$ cat config.mk
export PLATFORM = sky130hd
export DESIGN_NAME = openip_credit_sender
export DESIGN_NICKNAME = d
export VERILOG_FILES = /design/src/rtl/openip_credit_sender.sv
export SDC_FILE = /design/constraint.sdc
export NUM_CORES = 1
export LEC_CHECK = 0
export BUFFER_PORTS_ARGS = -buffer_cell sky130_fd_sc_hd__buf_2
export CORE_AREA = 3 3 40 42
export CTS_BUF_LIST = sky130_fd_sc_hd__clkbuf_16
export CTS_CLUSTER_DIAMETER = 50
export CTS_CLUSTER_SIZE = 8
export DETAILED_ROUTE_END_ITERATION = 16
export DIE_AREA = 0 0 43 45
export PLACE_DENSITY = 0.49
export SYNTH_ARGS = -nofsm -noshare
export SYNTH_HDL_FRONTEND = slang
export SYNTH_SLANG_ARGS = --single-unit
export TNS_END_PERCENT = 100
$ cat constraint.sdc
create_clock -name clk -period 2.2 [get_ports clk]
set_input_delay 0.44 -clock clk [delete_from_list [all_inputs] [get_ports clk]]
set_output_delay 0.44 -clock clk [all_outputs]
set_load 0.02 [all_outputs]
$ cat src/rtl/openip_credit_sender.sv
// Credit-based link transmitter: valid/ready in, registered valid/data out.
// Each sent beat spends one credit; the far-end receiver returns them.
module openip_credit_sender #(
    parameter int  DATA_WIDTH = 1,
    parameter type TYPE       = logic [DATA_WIDTH-1:0],
    parameter int  CREDITS    = 4,
    localparam int CREDIT_WIDTH = $clog2(CREDITS + 1)
) (
    input  logic                    clk,
    input  logic                    rst,
    input  logic                    w_valid,
    output logic                    w_ready,
    input  TYPE                     w_data,
    output logic                    tx_valid,
    output TYPE                     tx_data,
    input  logic                    credit_return,
    output logic [CREDIT_WIDTH-1:0] credit_count,
    output logic                    idle,
    output logic                    overflow
);

    localparam logic [CREDIT_WIDTH-1:0] CREDITS_C = CREDIT_WIDTH'(CREDITS);
    localparam logic [CREDIT_WIDTH-1:0] ONE_C     = CREDIT_WIDTH'(1);

    logic [CREDIT_WIDTH-1:0] credit_q;
    logic [CREDIT_WIDTH-1:0] credit_d;
    logic                    tx_valid_q;
    logic                    tx_valid_d;
    TYPE                     tx_data_q;
    TYPE                     tx_data_d;
    logic                    ovf_q;
    logic                    ovf_d;
    logic                    fire;

    // Ready comes only from the held credit count, never from the return pin.
    always_comb begin
        w_ready = (credit_q != '0);
        fire    = w_valid && w_ready;
    end

    // Next-state: credit accounting, sticky overflow and link beat capture.
    always_comb begin
        credit_d   = credit_q;
        ovf_d      = ovf_q;
        tx_valid_d = fire;
        tx_data_d  = tx_data_q;
        if (fire) begin
            tx_data_d = w_data;
        end
        unique case ({fire, credit_return})
            2'b10: credit_d = credit_q - ONE_C;
            2'b01: begin
                if (credit_q == CREDITS_C) begin
                    ovf_d = 1'b1;
                end else begin
                    credit_d = credit_q + ONE_C;
                end
            end
            default: credit_d = credit_q;
        endcase
    end

    // Control state; reset drops any in-flight beat and refills credits.
    always_ff @(posedge clk) begin
        if (rst) begin
            credit_q   <= CREDITS_C;
            tx_valid_q <= 1'b0;
            ovf_q      <= 1'b0;
        end else begin
            credit_q   <= credit_d;
            tx_valid_q <= tx_valid_d;
            ovf_q      <= ovf_d;
        end
    end

    // Payload register is unreset; it is meaningless while tx_valid is low.
    always_ff @(posedge clk) begin
        tx_data_q <= tx_data_d;
    end

    // Output mapping and idle detection from registered state.
    always_comb begin
        tx_valid     = tx_valid_q;
        tx_data      = tx_data_q;
        credit_count = credit_q;
        overflow     = ovf_q;
        idle         = (credit_q == CREDITS_C) && !tx_valid_q;
    end

endmodule

# Yosys cells after proc, flatten, opt, wreduce, memory -nomap -nowiden
# Cells that the tools add are included.
# op_classes
n_addsub	2
n_eq_ne	4
mux	2
reduce_logical	7
# op_table
operator	n
3-bit case mux with 2 select lines	1
2-bit AND reduction	2
3-bit by 1-bit adder with 3-bit output, second input constant	1
3-bit equality test, second input constant	1
3-bit 2-to-1 mux	1
3-bit nonzero test	1
3-bit by 1-bit subtractor with 3-bit output, second input constant	1
2-bit by 1-bit equality test with 1-bit output, second input constant	1
2-bit equality test, second input constant	1
1-bit logical AND	2
2-bit != test, second input constant	1
2-bit nonzero test	1
1-bit zero test	1
# word_totals
register_bits	6
word_cells	19

# Depth between registers and ports, before layout
# Gate-level depths: netlist of the first run.
# depth
depth_word	5
depth_mapped	7

# Worst setup path before layout of the first run
# No wires, ideal clock.
# synth_path
path_kind	reg-to-reg
startpoint	register credit_q[1] (netlist: credit_count[1])
endpoint	register credit_q[2] (netlist: credit_count[2])
t_arrival_ns	2.016
t_required_ns	2.126
slack_ns	0.110
path_stages_with_launch	7
synth_period_minus_slack_ns	2.090
path_cell_list	dfxtp_1 > or3_1 > nand2_1 > nand2_1 > fa_1 > o32a_1 > o211ai_2
# synth_via
elab_chain_len	5
word_cells_on_any_way	12
classes_between	add/sub (2); eq/ne (4); mux (2); reduce/logical (4)
# synth_lines
element	line_no	source
start: declaration	25	logic [CREDIT_WIDTH-1:0] credit_q;
start signal: assignment	70	credit_q <= credit_d;
3-bit nonzero test (*)	37	w_ready = (credit_q != '0);
named net w_ready	12	output logic w_ready,
1-bit logical AND (*)	38	fire = w_valid && w_ready;
2-bit by 1-bit equality test with 1-bit output or 2-bit equality test (tied branches)	50	unique case ({fire, credit_return})
2-bit != test (no source line) or 2-bit nonzero test (tied branches)	-	
2-bit AND reduction (no source line)	-	
# The timed path passes the listed nets; every way through them passes the cells marked *. The select of a mux whose other input is x is not followed.
# A chain may end at the register's enable or synchronous reset.

# Worst setup path after layout of the first run
# layout_path
startpoint	register credit_q[1] (netlist: credit_count[1])
endpoint	register credit_q[2] (netlist: credit_count[2])
# layout_via
elab_chain_len	5
word_cells_on_any_way	12
classes_between	add/sub (2); eq/ne (4); mux (2); reduce/logical (4)
# layout_lines
element
parallel branches: the longest is 5 deep, another holds 3-bit by 1-bit adder with 3-bit output
# Several ways; the timed one is not identified. The select of a mux whose other input is x is not followed.

==> results of run 1 <==
==> cell type report <==
cell class / count / area (sq um)
fill: 142 / 785
tap: 15 / 18.8
multi-input combinational: 27 / 186
clock buffer: 3 / 75.1
clock inverter: 1 / 3.75
sequential: 6 / 130
inverter: 3 / 11.3
timing repair buffer: 14 / 75.1
==> path summary, 6_finish.rpt <==
kind | startpoint | end | slack, ns | cells after the start
setup / recovery | credit_count[1]$_SDFFE_PP0P_ | credit_count[2]$_SDFFE_PP1P_ | 0.22 | 6
hold / removal | w_data | tx_data$_DFFE_PP_ | 0.40 | 1
setup reg to reg | credit_count[1]$_SDFFE_PP0P_ | credit_count[2]$_SDFFE_PP1P_ | 0.22 | 6
hold reg to reg | overflow$_SDFFE_PP0P_ | overflow$_SDFFE_PP0P_ | 0.47 | 2
==> layout by cell type, fill, tap and decap left out <==
cell type   n
clkbuf_16   3
nor2_1      4
or2_2       1
dfxtp_1     5
edfxtp_1    1
nand2_1     5
buf_2      12
nand3_1     2
a21oi_1     2
o2111ai_1   2
fa_1        1
o211ai_2    1
inv_1       4
buf_4       2
or3_1       1
a41oi_1     1
o32a_1      1
nand2b_4    1
a31oi_1     1
xor2_1      1
xnor2_1     1
o21ai_0     1
o221ai_1    1
==> through the flow <==
stage	hold WS [ns]	util	power, mW	area (sq um)
2_1_floorplan	0.509	-	0.310	347
3_3_place_gp	0.474	0.328	0.381	422
3_5_place_dp	0.467	0.328	0.381	422
4_1_cts	0.396	0.389	0.681	500
5_1_grt	0.396	0.389	0.715	500
6_report	0.397	0.389	0.672	500
==> critical path, delay by kind of cell (launching register included) <==
family	cells	cell delay [ns]
and+or+nand+nor	3	0.62
AOI/OAI and AO/OA	2	0.49
adders and majority gates	1	0.42
DFF	1	0.37
==> power by group <==
group	internal [mW]	leakage (nW)	total [mW]	switching (mW)
Sequential	0.135	0.0511	0.155	0.0200
Combinational	0.0871	0.135	0.222	0.135
Clock	0.235	0.0423	0.294	0.0591
Total	0.458	0.229	0.672	0.214
==> kinds of logic (layout without fill, tap and decap cells) <==
family | count (synthesis) | after routing | synth area share
adder cells (fa/ha/maj) | 1 | 1 | 0.0578
XOR/XNOR | 2 | 2 | 0.0506
buffers and inverters | 5 | 21 | 0.0866
flip-flops | 6 | 6 | 0.375
AO/OA/AOI/OAI | 10 | 10 | 0.227
AND/OR/NAND/NOR | 14 | 14 | 0.202
==> state kept, by name, summed over array words and instances (netlist names) <==
| register | flops |
|---|---|
| credit_count | 3 |
| overflow | 1 |
| tx_valid | 1 |
| tx_data | 1 |
==> layer usage <==
layer  track usage  part of all wire
met4        0.0181                 0
met1         0.104              0.46
met2         0.138              0.47
met3        0.0359             0.069
met5             0                 0
==> run_results.csv, run 1 <==
group,metric,value,unit
floorplan,dieArea,1940,sq um
route,drc_errors,0,
route,detail_route.wl_per_cell,11.4,um
worst_setup_path,cp-end-kind,"flop",
timing,layout_min_cycle_time,1.98,ns
logic_synthesis,yosys_register_bits,6,
worst_hold_path,hold_class,"in2reg",
cts,ctsResizeCount,0,
route,vias_per_cell,4.94,
logic_synthesis,synth_top_area_share,0.289,
floorplan,rows,13,
power_and_ir_drop,leakage,0.229,nW
floorplan,start_util,0.270,
floorplan,chipHeight,45,um
timing,fin_skew,0.00343,ns
job,drv_cap,0,
floorplan,die_x,43,um
cts,cts_tree,"done",
grt,grt_pass1_wl,1210,um
finish,final_nets,61,
timing,tightestPinTransition,0.252,ns
worst_setup_path,path_class,"reg2reg",
logic_synthesis,syn_avg_cell_area,9.12,sq um
logic_synthesis,syn-num-nets,44,
worst_setup_path,cp.arrival,2.13,ns
finish,final_cells,69,
logic_synthesis,synthTopCellsByCount,"5 x dfxtp_1, 5 x nand2_1, 4 x nor2_1",
floorplan,core,1280,sq um
cts,h-tree-depth,1,
logic_synthesis,synth_cells,38,
worst_setup_path,max_stage_delay,0.42,ns
finish,final_layout_size_suffix_gt1_frac,0.370,
route,drt_wl_total,788,um
timing,finalHoldViolCount,0,
cts,cts_buffers,3,
logic_synthesis,netlist-cell-type-count,22,
cts,path_clk_slew,0.04,ns
timing,max_clock_freq,505,MHz
grt,grt_pass1_vias,300,
timing,fin_crit_sh,0.901,
logic_synthesis,netlist_area,347,sq um
worst_setup_path,cpMostUsedCell,"nand2_1",
logic_synthesis,netlist_top_cells_area,"dfxtp_1 29%, edfxtp_1 8.7%, fa_1 5.8%",
logic_synthesis,synth_edf_count,1,
cts,postCtsHoldBufs,0,
route,ant_nets,0,
cts,cts_max_path_buffers,2,
power_and_ir_drop,vdd_drop_max,0.872,mV
grt,overflow,0,
finish,diodes,0,
cts,root_buffer,"clkbuf_16",
logic_synthesis,ys_seq_area_frac,0.375,
timing,fin_setup_tns,0,ns
worst_setup_path,critPathMaxFanout,7,
placement,gp_congestion,0.680,
worst_setup_path,path_cells,"or3_1, nand2_1, nand2_1, fa_1, o32a_1, o211ai_2",
logic_synthesis,yosys.area.top_type,"dfxtp_1",
placement,io_buffers,12,
grt,antenna_found_initial,0,
logic_synthesis,ys_async_sr_fraction,0,
cts,insertion_delay,0.23,ns
placement,dp.final_hpwl,586,um
logic_synthesis,synthFlopType,"dfxtp_1",
worst_setup_path,cp.required,2.35,ns
cts,postCtsSetupBuffers,0,
timing,setup_ws,0.219,ns
route,num_vias,341,
finish,area_delta_synth_final,44.4,%
route,dr.pass1.iters,5,
timing,maxSlewHeadroom,0.832,
worst_setup_path,cp_slowest_cell,"fa_1",
cts,cts_sinks,6,
logic_synthesis,ys_warn_count,0,
timing,drv_slew,0,
power_and_ir_drop,powerDensity,1340,nW/um^2
worst_setup_path,cp-start-kind,"flop",
timing,finalSetupViolCount,0,
grt,grt_max_degree,11,
route,drtIter0Drc,4,
placement,dp_slack,0.231,ns
floorplan,ios,13,
timing,rsz0062_at_grt,"no",
status,outcome,"completed",
grt,grt_use_total,0.0842,
placement,dp_cells,65,
No activity file was read; power rests on OpenSTA's default activity.
==> run 2, diff against run 1 <==
==> constraint.sdc (replaced) <==
create_clock -name clk -period 1.9 [get_ports clk]
set_input_delay 0.38 -clock clk [delete_from_list [all_inputs] [get_ports clk]]
set_output_delay 0.38 -clock clk [all_outputs]
set_load 0.02 [all_outputs]
==> run_results.csv, run 2 (synthesis gave the netlist of run 1 again) <==
group,metric,value,unit
status,outcome,"completed",
worst_setup_path,cp_slowest_cell,"or3_4",
timing,max_clock_freq,553,MHz
timing,fin_skew,0.00138,ns
cts,cts_tree,"done",
placement,dp_cells,68,
cts,ctsResizeCount,0,
worst_setup_path,rrSetupSlack,0.09,ns
cts,cts_sinks,6,
placement,io_buffers,12,
worst_hold_path,hold_class,"in2reg",
timing,rsz0062_at_grt,"no",
grt,overflow,0,
grt,grt_pass1_vias,357,
worst_setup_path,cp-startpoint,"credit_count[2]$_SDFFE_PP1P_",
finish,layout_common_cells,"12 x buf_2, 5 x nand2_1, 5 x buf_4, 4 x inv_1, 4 x nor2_1",
floorplan,core,1280,sq um
finish,mostFrequentLayoutCell,"buf_2",
route,detail_route.wl_per_cell,12.0,um
worst_setup_path,critPathMaxFanout,4,
cts,cts_buffers,3,
grt,grt_max_degree,11,
cts,path_clk_slew,0.04,ns
timing,finalHoldViolCount,0,
worst_setup_path,path_class,"reg2reg",
floorplan,chipHeight,45,um
worst_setup_path,reg2reg_to,"credit_count[2]$_SDFFE_PP1P_",
cts,h-tree-depth,1,
route,ant_nets,0,
timing,fin_setup_tns,0,ns
worst_setup_path,cp-start-kind,"flop",
power_and_ir_drop,power,0.825,mW
worst_setup_path,cpMostUsedCell,"nand2_1",
route,num_vias,370,
placement,gp_congestion,0.653,
cts,root_buffer,"clkbuf_16",
worst_setup_path,path_cells,"or3_4, nand2_1, nand2_1, fa_2, o32a_1, o211ai_2",
route,drc_errors,0,
power_and_ir_drop,powerDensity,1540,nW/um^2
timing,maxSlewHeadroom,0.814,
timing,tightestPinTransition,0.278,ns
finish,final_cells,72,
worst_setup_path,reg2regPathDepth,6,
timing,drv_slew,0,
worst_setup_path,cp.arrival,1.96,ns
placement,dp_slack,0.0940,ns
power_and_ir_drop,vdd_drop_max,0.479,mV
grt,antenna_found_initial,0,
placement,dpl-instance-area,455,sq um
finish,area_delta_synth_final,54.2,%
finish,fillers,135,
grt,grt_use_total,0.104,
timing,setup_ws,0.0904,ns
timing,whs,0.326,ns
route,dr.pass1.iters,4,
cts,postCtsHoldBufs,0,
finish,final_cell_area,534,sq um
cts,insertion_delay,0.23,ns
route,drt_wl_total,863,um
placement,dp.final_hpwl,633,um
finish,utilization,0.416,
cts,cts_max_path_buffers,2,
floorplan,dieArea,1940,sq um
route,vias_per_cell,5.14,
finish,final_layout_size_suffix_gt1_frac,0.491,
timing,fin_crit_sh,0.952,
power_and_ir_drop,leakage,0.244,nW
finish,diodes,0,
worst_setup_path,cp-end-kind,"flop",
floorplan,rows,13,
cts,postCtsSetupBuffers,0,
finish,largest_reg_flops,3,
timing,layout_min_cycle_time,1.81,ns
timing,finalSetupViolCount,0,
floorplan,die_x,43,um
worst_setup_path,max_stage_delay,0.39,ns
floorplan,ios,13,
floorplan,start_util,0.270,
grt,grt_pass1_wl,1480,um
worst_setup_path,endpoint,"credit_count[2]$_SDFFE_PP1P_",
worst_setup_path,r2r-start,"credit_count[2]$_SDFFE_PP1P_",
finish,final_nets,64,
route,drtIter0Drc,9,
job,drv_cap,0,
worst_setup_path,cp.required,2.05,ns
-- run 2: cell types whose count changed in the layout (fill, tap and decap cells not counted), sizes merged --
cell  change
buf       +3
-- run 2: worst min-delay path by stage --
stage,cells after the start,slack [ns],endpoint,from
after global routing,1,0.33,tx_data$_DFFE_PP_,w_data
after global placement,2,0.47,overflow$_SDFFE_PP0P_,overflow$_SDFFE_PP0P_
final,1,0.33,tx_data$_DFFE_PP_,w_data
after detailed placement,2,0.47,overflow$_SDFFE_PP0P_,overflow$_SDFFE_PP0P_
after CTS,1,0.32,tx_data$_DFFE_PP_,w_data
after floorplan,1,0.44,credit_count[0]$_SDFFE_PP0P_,rst
-- run 2: cell type report --
cell class | instances | area [sq um] | area share
multi-input combinational | 27 | 194 | 0.363
inverter | 3 | 11.3 | 0.0211
tap | 15 | 18.8 | 0.0351
timing repair buffer | 17 | 97.6 | 0.183
clock inverter | 1 | 3.75 | 0.00703
sequential | 6 | 134 | 0.251
clock buffer | 3 | 75.1 | 0.141
-- run 2: report_power, final --
part | switching, mW | internal (mW) | leakage (nW)
logic | 0.176 | 0.124 | 0.150
clock network | 0.0778 | 0.273 | 0.0423
registers | 0.0130 | 0.160 | 0.0514
total | 0.267 | 0.558 | 0.244
-- run 2: worst max-delay path, delay by kind of cell (launching register included) --
family	cells	cell delay [ns]
AOI/OAI and AO/OA	2	0.49
adders and majority gates	1	0.37
DFF	1	0.32
and+or+nand+nor	3	0.57
-- run 2: layer usage --
layer	track usage	up-vias	wire, um
li1	-	175	-
met1	0.121	171	375
met2	0.168	22	404
met3	0.0159	2	65
met4	0.0904	0	17
met5	0	-	0
